===== src/rtl/imem_pkg.sv =====
// imem_pkg: shared loader state encoding, stream field order and default opcodes
package imem_pkg;
  typedef enum logic [2:0] {
    ST_IDLE,
    ST_SLOT,
    ST_BASE,
    ST_LEN,
    ST_DATA,
    ST_DONE,
    ST_ERR
  } ld_state_t;
  localparam int FIELD_SLOT = 0;
  localparam int FIELD_BASE = 1;
  localparam int FIELD_LEN = 2;
  localparam int FIELD_DATA = 3;
  localparam logic [7:0] FILL_OP = 8'hFF;
  localparam logic [7:0] HALT_OP = 8'hFF;
endpackage


===== src/rtl/imem_loader_fsm.sv =====
// imem_loader_fsm: stream handshake, field capture, bounds check and write pointer
module imem_loader_fsm import imem_pkg::*; #(
  parameter int DATA_W = 8,
  parameter int ADDR_W = 8,
  parameter int DEPTH = 256,
  parameter int SEL_W = 2
) (
  input  logic              clk_i,
  input  logic              rst_ni,
  input  logic              load_start_i,
  input  logic              load_valid_i,
  input  logic [DATA_W-1:0] load_data_i,
  output logic              load_ready_o,
  output logic              load_done_o,
  output logic              load_err_o,
  output logic              busy_o,
  output logic              we_o,
  output logic [ADDR_W-1:0] waddr_o,
  output logic [DATA_W-1:0] wdata_o,
  output logic [SEL_W-1:0]  slot_o,
  output logic [ADDR_W-1:0] base_o
);
  localparam int SW = DATA_W + 1;
  ld_state_t state, state_n;
  logic [SEL_W-1:0] slot;
  logic [ADDR_W-1:0] base, ptr;
  logic [DATA_W-1:0] rem;
  logic hs, bad;
  assign load_ready_o = state inside {ST_SLOT, ST_BASE, ST_LEN, ST_DATA};
  assign hs = load_valid_i && load_ready_o;
  assign bad = (SW'(base) + SW'(load_data_i) > SW'(DEPTH)) || (SW'(base) >= SW'(DEPTH));
  assign load_done_o = state == ST_DONE;
  assign load_err_o = state == ST_ERR;
  assign busy_o = state != ST_IDLE;
  assign we_o = hs && state == ST_DATA;
  assign waddr_o = ptr;
  assign wdata_o = load_data_i;
  assign slot_o = slot;
  assign base_o = base;
  always_comb begin
    state_n = state;
    case (state)
      ST_IDLE: state_n = load_start_i ? ST_SLOT : ST_IDLE;
      ST_SLOT: state_n = hs ? ST_BASE : ST_SLOT;
      ST_BASE: state_n = hs ? ST_LEN : ST_BASE;
      ST_LEN:  state_n = !hs ? ST_LEN : bad ? ST_ERR : (load_data_i == '0) ? ST_DONE : ST_DATA;
      ST_DATA: state_n = (hs && rem == DATA_W'(1)) ? ST_DONE : ST_DATA;
      default: state_n = ST_IDLE;
    endcase
  end
  always_ff @(posedge clk_i or negedge rst_ni) begin
    if (!rst_ni) state <= ST_IDLE;
    else state <= state_n;
  end
  always_ff @(posedge clk_i or negedge rst_ni) begin
    if (!rst_ni) begin
      slot <= '0;
      base <= '0;
      ptr <= '0;
      rem <= '0;
    end else if (hs) begin
      if (state == ST_SLOT) slot <= load_data_i[SEL_W-1:0];
      if (state == ST_BASE) base <= load_data_i[ADDR_W-1:0];
      if (state == ST_LEN) begin
        ptr <= base;
        rem <= load_data_i;
      end
      if (state == ST_DATA) begin
        ptr <= ptr + ADDR_W'(1);
        rem <= rem - DATA_W'(1);
      end
    end
  end
endmodule


===== src/rtl/imem_loadable.sv =====
// imem_loadable: writable instruction store with 1-cycle fetch, written bitmap and program base table
module imem_loadable import imem_pkg::*; #(
  parameter int DATA_W = 8,
  parameter int ADDR_W = 8,
  parameter int DEPTH = 256,
  parameter int NUM_PROG = 4,
  parameter logic [DATA_W-1:0] FILL = DATA_W'(FILL_OP),
  localparam int SEL_W = (NUM_PROG > 1) ? $clog2(NUM_PROG) : 1
) (
  input  logic              clk_i,
  input  logic              rst_ni,
  input  logic              fetch_en_i,
  input  logic [ADDR_W-1:0] address_i,
  output logic [DATA_W-1:0] data_o,
  output logic              data_valid_o,
  input  logic [SEL_W-1:0]  prog_sel_i,
  output logic [ADDR_W-1:0] prog_base_o,
  input  logic              load_start_i,
  input  logic              load_valid_i,
  input  logic [DATA_W-1:0] load_data_i,
  output logic              load_ready_o,
  output logic              load_done_o,
  output logic              load_err_o,
  output logic              busy_o
);
  logic [DATA_W-1:0] mem [DEPTH];
  logic [DEPTH-1:0] written;
  logic [ADDR_W-1:0] base_tab [NUM_PROG];
  logic we;
  logic [ADDR_W-1:0] waddr, ld_base;
  logic [DATA_W-1:0] wdata;
  logic [SEL_W-1:0] ld_slot;
  logic fetch, in_range;
  imem_loader_fsm #(
    .DATA_W(DATA_W),
    .ADDR_W(ADDR_W),
    .DEPTH(DEPTH),
    .SEL_W(SEL_W)
  ) u_fsm (
    .clk_i(clk_i),
    .rst_ni(rst_ni),
    .load_start_i(load_start_i),
    .load_valid_i(load_valid_i),
    .load_data_i(load_data_i),
    .load_ready_o(load_ready_o),
    .load_done_o(load_done_o),
    .load_err_o(load_err_o),
    .busy_o(busy_o),
    .we_o(we),
    .waddr_o(waddr),
    .wdata_o(wdata),
    .slot_o(ld_slot),
    .base_o(ld_base)
  );
  assign fetch = fetch_en_i && !busy_o;
  assign in_range = {1'b0, address_i} < (ADDR_W+1)'(DEPTH);
  assign prog_base_o = base_tab[prog_sel_i];
  always_ff @(posedge clk_i) begin
    if (we) mem[waddr] <= wdata;
  end
  always_ff @(posedge clk_i or negedge rst_ni) begin
    if (!rst_ni) written <= '0;
    else if (we) written[waddr] <= 1'b1;
  end
  always_ff @(posedge clk_i or negedge rst_ni) begin
    if (!rst_ni) begin
      for (int i = 0; i < NUM_PROG; i++) base_tab[i] <= '0;
    end else if (load_done_o) begin
      base_tab[ld_slot] <= ld_base;
    end
  end
  always_ff @(posedge clk_i or negedge rst_ni) begin
    if (!rst_ni) begin
      data_o <= FILL;
      data_valid_o <= 1'b0;
    end else begin
      data_valid_o <= fetch;
      if (fetch) data_o <= (in_range && written[address_i]) ? mem[address_i] : FILL;
    end
  end
endmodule

===== config.mk =====
export PLATFORM = sky130hd
export DESIGN_NAME = imem_loadable
export DESIGN_NICKNAME = d
export VERILOG_FILES = /design/src/rtl/imem_pkg.sv /design/src/rtl/imem_loader_fsm.sv /design/src/rtl/imem_loadable.sv
export SDC_FILE = /design/constraint.sdc
export NUM_CORES = 2
export LEC_CHECK = 0
export CORE_MARGIN = 10
export CORE_UTILIZATION = 57
export DETAILED_ROUTE_END_ITERATION = 12
export GPL_TIMING_DRIVEN = 0
export PLACE_DENSITY = 0.78
export REMOVE_ABC_BUFFERS = 1
export SLEW_MARGIN = 20
export SYNTH_ARGS = -nofsm -noshare
export SYNTH_HDL_FRONTEND = slang
export SYNTH_SLANG_ARGS = --single-unit

===== constraint.sdc =====
create_clock -name clk_i -period 6.9 [get_ports clk_i]
set_clock_uncertainty 0.05 [all_clocks]
set_input_delay 1.38 -clock clk_i [delete_from_list [all_inputs] [get_ports clk_i]]
set_output_delay 1.38 -clock clk_i [all_outputs]
set_load 0.01 [all_outputs]

# [After elaboration in Yosys (flattened, before gate mapping)]
# Memories as Yosys holds them, arrays and structs flattened.
# Cells that the tools add are included.
[totals] regBits=326 latch_bits=0 ram_bits=2048 rom_bits=0 elab_cells=73 memories=1
[mem_list] name="mem" words=256 width=8 read_ports=1 rd_clocked_by_memory_dff=0 wr=1 line="imem_loadable.sv:26" text="logic [DATA_W-1:0] mem [DEPTH];"
[classes] n_addsub=3 multipliers=0 n_div=0 order_cmp=7 n_eq_ne=7 n_shift=0 n_mux=25 n_bitwise=3 reduce_logical=15
[op_table] cell="$or A256 B256 Y256" count=1
[op_table] cell="$mux W8" count=8
[op_table] cell="$bwmux W32" count=1
[op_table] cell="$lt A8 B9 Y1 const B" count=2
[op_table] cell="$bmux W8 S2" count=1
[op_table] cell="$demux W8 S2" count=1
[op_table] cell="$pmux W3 S5" count=1
[op_table] cell="$add A8 B8 Y9" count=1
[op_table] cell="$eq A3 B3 Y1 const B" count=3
[op_table] cell="$gt A9 B9 Y1 const B" count=1
[op_table] cell="$add A8 B1 Y8 const B" count=1
[op_table] cell="$bmux W1 S8" count=1
[op_table] cell="$demux W1 S8" count=1
[op_table] cell="$eq A8 B1 Y1 const B" count=1
[op_table] cell="$ge A8 B1 Y1 const B" count=1
[op_table] cell="$logic_not A8 Y1" count=1
[op_table] cell="$mux W1" count=8
[op_table] cell="$sub A8 B1 Y8 const B" count=1
[op_table] cell="$eq A3 B2 Y1 const B" count=2
[op_table] cell="$ge A3 B3 Y1 const B" count=2
[op_table] cell="$logic_and A1 B1 Y1" count=6
[op_table] cell="$mux W3" count=2
[op_table] cell="$not A2 Y3" count=2
[op_table] cell="$reduce_and A2 Y1" count=3
[op_table] cell="other kinds (8)" count=8

# [Depth between registers and ports, before layout]
[depth] depth_word=6 depth_mapped=13 mapped_depth_nobuf=9

# [Modules after synthesis]
# Synthesis repeated with hierarchy kept, for this count alone.
[unflattened] cells_unflattened=4704 area_unflattened_um2=93597.3
[modules_own_cells] module="imem_loadable" instances=1 cells_per_inst=4469 area_per_inst_um2=91546.6 seq_area_each_um2=68941.1
[modules_own_cells] module="imem_loader_fsm" instances=1 cells_per_inst=235 area_per_inst_um2=2050.7 seq_area_each_um2=725.7

# [Least setup slack after synthesis]
# OpenSTA, ideal clock, no wires.
[synth_timing] kind="input-to-output" from="in prog_sel_i[0]" to="out prog_base_o[0]" t_arrival_ns=2.395 path_slack_ns=3.075 path_stages=2 path_cell_list="clkbuf_1 -> mux4_2"
[synth_between] elab_chain_cells=4
[synth_lines] element="start: declaration" line="imem_loadable.sv:16" text="input logic [SEL_W-1:0] prog_sel_i,"
[synth_lines] element="$not A2 Y3 (implied by the code)" line="imem_loadable.sv:57" text="assign prog_base_o = base_tab[prog_sel_i];"
[synth_lines] element="$bmux W8 S2" line="imem_loadable.sv:57"
[synth_lines] element="$mux W8 (implied by the code) (2 in series)" line="imem_loadable.sv:57"
[synth_lines] element="end: declaration" line="imem_loadable.sv:17" text="output logic [ADDR_W-1:0] prog_base_o,"
# No other way between the ends. The select of a mux whose other input is x is not followed.

# [Worst setup path after layout]
[layout_timing] from="in address_i[1]" to="reg data_o[2]"
[layout_between] elab_chain_cells=3 word_cells_on_any_way=4
[layout_lines] element="start: declaration" line="imem_loadable.sv:13" text="input logic [ADDR_W-1:0] address_i,"
[layout_lines] element="$bmux W1 S8" line="imem_loadable.sv:78" text="if (fetch) data_o <= (in_range && written[address_i]) ? mem[address_i] : FILL;"
[layout_lines] element="$mux W1 (implied by the code)" line="imem_loadable.sv:78"
[layout_lines] element="$mux W8 (*)" line="imem_loadable.sv:78"
[layout_lines] element="end signal: assignment" line="imem_loadable.sv:78"
[layout_lines] element="end: declaration" line="imem_loadable.sv:14" text="output logic [DATA_W-1:0] data_o,"
# Mark *: on every way between the ends. The rest lies on a longest branch, timed or not. The select of a mux whose other input is x is not followed.
# A chain may end at the register's enable or synchronous reset.

==> summary by stage <==
Timing
For the finished layout, the period the worst path requires is around 5.9 ns. The number of pins with negative max-slew slack in the final report was 0. The headroom to the max-slew limit is 0.152. The number of hold-slack violations in the final timing report is 0. Setup repair after global routing left no endpoint under its margin. For this run, the top clock speed supported by timing is approximately 0.17 GHz. The final-report setup violation count is 0. The final worst-path cycle share is 0.848.

The actual slew at the worst max-slew pin is 1.27 ns. The aggregate negative setup slack is 0 ns.

Place
The final estimated routing congestion in global placement is 0.828. The HPWL after detailed placement is ~140000 um. In this run, placement finished with an instance count of between 6000 and 7000. Buffers placed on the I/O ports in this run total 43. In this run the cell area measured after placement is ~96000 um^2.

GRT
The overall routing resource usage is 0.256. The routing usage on met2 is 0.403. The via count of the first global-routing pass is 48800.

Entering global routing, the biggest net connects roughly 130 pins. For met1 alone, demand over resource in global routing was 0.346. The met3 track demand over resource in global routing is 0.0565.

The number of antenna violations at the first check in global routing came to 5. The highest-utilization routing layer at the global route stage is met2. The residual overflow from global routing is 0. The global-route wire length before repair is ~340000 um.

Synth
For this run, the leading register cell type out of synthesis is edfxtp_1. Of the total synthesized cell area, the portion taken by AND, OR, NAND and NOR gates is 0.0467. The distinct cell type count after synthesis is 73. Counting flops with an async set or reset pin after synthesis yields a share of 0.137. After synthesis the netlist holds a flip-flop and latch count of around 2400.

The post-synth design cell area is ~93000 um^2. The count of flip-flops with a built-in enable after synthesis is between 2000 and 2500. The sequential element share of the synthesized area is 0.748.

The compound-cell area share of the yosys netlist is 0.0325. Measured against the total synthesized area, the mux share comes to 0.153. Of the total synthesized cell area, the portion taken by XOR and XNOR cells is 0.000282. The warning count from the yosys run is 0. The main combinational cell family by area after synthesis is multiplexers.

Averaged over all synthesized cells, the footprint is 19.6 um^2. The fraction of the mapped netlist area in adder cells is 0.00210. The count of mapped cells out of synthesis is ~4700.

Routing
For this block, the routed nets add up to 231000 um of wire. The final route contains between 40000 and 50000 vias. The remaining number of nets flagged by the antenna check after routing is 0. In this run, the number of DRC markers left after iteration 0 of detailed routing was 7070. The residual DRC count is 0. The average wire length per cell after detail routing is 32.2 um. The detailed-router iteration count before antenna repair is 6.

Using the TritonRoute via totals, the vias-per-cell ratio works out to ~6.7.

Critical path
The slowest library cell on the worst path is o211ai_1. Traced cell by cell, the critical path runs through buf_16 > buf_16 > buf_16 > buf_16 > mux4_2 > nor2_1 > or4_1 > o211ai_1 > o32ai_1 > nor4b_1 > o22a_1. STA puts the critical path data arrival time at between 6 and 7 ns. In this run the worst path has a maximum fanout of ~110.

The worst endpoint required time is 7.65 ns. The most frequent cell on the critical path is buf_16. The buffering stage count on the worst path with inverters included is 4. The largest incremental delay on the critical path is around 0.90 ns. The worst setup path is launched from an input port.

The worst setup path is captured at a flop. In this design, the largest share of critical-path delay is due to buffers and inverters. By startpoint and endpoint, the worst setup path is classified as in2reg.

Floorplan
The core region is ~160000 um^2. The overall die height is between 400 and 500 um. In this run the horizontal extent of the chip is about 420 um. The full die area is around 180000 um^2. During I/O placement, the number of pins put on the boundary was 44. The initial standard-cell utilization of the core is 0.573. The number of core rows is around 150.

Flow run
The number of maximum-capacitance violations is 0.

CTS
Counting every sink on the clock net gives between 2000 and 2500. Hold repair after CTS inserted 0 buffers. Buffers added to address setup during post-CTS repair amount to 0. CTS placed an instance of clkbuf_16 at the clock tree root.

After clock tree synthesis, the clock-pin slew on the worst setup and hold paths is around 0.06 ns. TritonCTS built the clock tree. Clock tree synthesis inserted a total of around 220 buffers. In this run, post-CTS repair resized a total of 0 instances.

The later-pin clock latency in the skew report is 0.84 ns. The number of levels the H-tree was split into is 4. The number of buffers on the longest clock path is 3.

Layout
In the final layout, the multi-input gates occupy between 20000 and 25000 um^2. The total number of nets in the final design is between 4000 and 5000. The register area is 69700 um^2. The layout has around 10000 filler cells. The synthesis-to-layout area growth is 11.6%.

Once layout is complete, the cells apart from fillers number between 7000 and 8000. In the final layout, the share of cells above drive strength 1 is 0.271. The post-route standard cell area excluding fillers is roughly 100000 um^2. The final design utilization is 0.639.

Pwr
The leakage power summed over all cells is 35.4 nW. Across the VDD grid, the largest voltage drop is between 0.0002 and 0.0003 V. The total power after layout is 31.3 mW. Power spread over the standard cell area amounts to approximately 300 nW/um^2.

Run status
The flow ran to the end, and the final reports show no timing, DRC or antenna violations.

Hold path
The worst hold-check path type is reg2reg.
## per-layer routing
layer	routed length, um	up-vias
met2	112000	3100
met1	83000	25100
met5	0	-
met4	11300	0
met3	25000	548
li1	-	19300
## final timing paths
path,slack [ns],end,from,cells after the start
max,1.05,data_o[2]$_DFFE_PN1P_,address_i[1],11
min in group asynchronous,0.43,written[219]$_DFFE_PN0P_,rst_ni,1
min,0.41,written[92]$_DFFE_PN0P_,written[92]$_DFFE_PN0P_,1
min reg2reg,0.41,written[92]$_DFFE_PN0P_,written[92]$_DFFE_PN0P_,1
max in group asynchronous,5.10,written[1]$_DFFE_PN0P_,rst_ni,3
max reg2reg,1.58,mem[235][0]$_DFFE_PP_,u_fsm.state[0]$_DFF_PN0_,6
## synthesized netlist by cell type, types with 17 or more instances
library cell  number  area (um^2)
edfxtp_1        2048        61500
mux4_2           531        12000
dfrtp_1          318         7960
nor2_1           314         1180
or2_2            259         1620
nand2_1          152          571
mux2i_1          117         1170
clkbuf_1         106          398
a21oi_1          103          515
o22ai_1           97          607
mux2_2            96         1080
buf_2             53          265
buf_4             46          345
a22oi_1           43          323
o21ai_0           43          215
buf_6             37          417
nand3_1           30          150
a221oi_1          25          219
buf_1             22         82.6
nor2b_1           22          138
o211ai_1          18          135
o21ai_1           18         90.1
or4_1             18          135
a21o_1            17          128
## per-stage QoR
stage,hold WS (ns),setup WS [ns]
after floorplan,0.383,3.24
after global placement,0.394,-33.01
after detailed placement,0.399,0.383
after CTS,0.413,1.24
after global routing,0.419,1.02
final,0.413,1.05
## cells by family after synthesis
group / Yosys count
flops: 2374
simple gates: 872
mux: 744
compound gates: 457
buf+inv: 284
fa+ha+maj: 15
xor+xnor: 3
## where the power goes
| group | switching (mW) | total [mW] | internal (mW) |
|---|---|---|---|
| Combinational | 1.67 | 2.67 | 1.01 |
| Sequential | 0.314 | 16.2 | 15.9 |
| Clock | 5.33 | 12.4 | 7.08 |
## sequential cells by signal, indices dropped and copies added (netlist names)
name,flops
mem,2048
written,256
base_tab,32
data_o,8
u_fsm.base_o,8
u_fsm.rem,8
u_fsm.waddr_o,8
u_fsm.state,3
u_fsm.slot_o,2
data_valid_o,1
## final cells by class
type | count | area share
Sequential cell | 2374 | 0.671
Multi-Input combinational cell | 2091 | 0.211
Clock buffer | 305 | 0.0594
Tap cell | 2175 | 0.0262
Timing Repair Buffer | 107 | 0.0200
Clock inverter | 110 | 0.0118
Inverter | 16 | 0.000650
Antenna cell | 5 | 0.000120
## layout by cell type (no fill, tap or decap), types with 22 or more instances in the layout
cell type        synthesis  layout
nand3_1                 30      26
mux4_2                 531     531
nor2_1                 314     309
clkdlybuf4s50_1          0      28
dfrtp_1                318     318
clkbuf_8                 0      33
buf_16                   0      48
mux2i_1                117     117
nand2_1                152     140
clkinv_1                 1      27
a21oi_1                103     102
mux2_2                  96      96
clkinv_2                 0      44
clkbuf_1               106      51
edfxtp_1              2048    2048
clkbuf_16                0     221
bufinv_16                0      22
o21ai_0                 43      43
a22oi_1                 43      43
or2_2                  259     259
a221oi_1                25      25
o22ai_1                 97      97
Note: power is estimated with default switching activity, not from simulation.
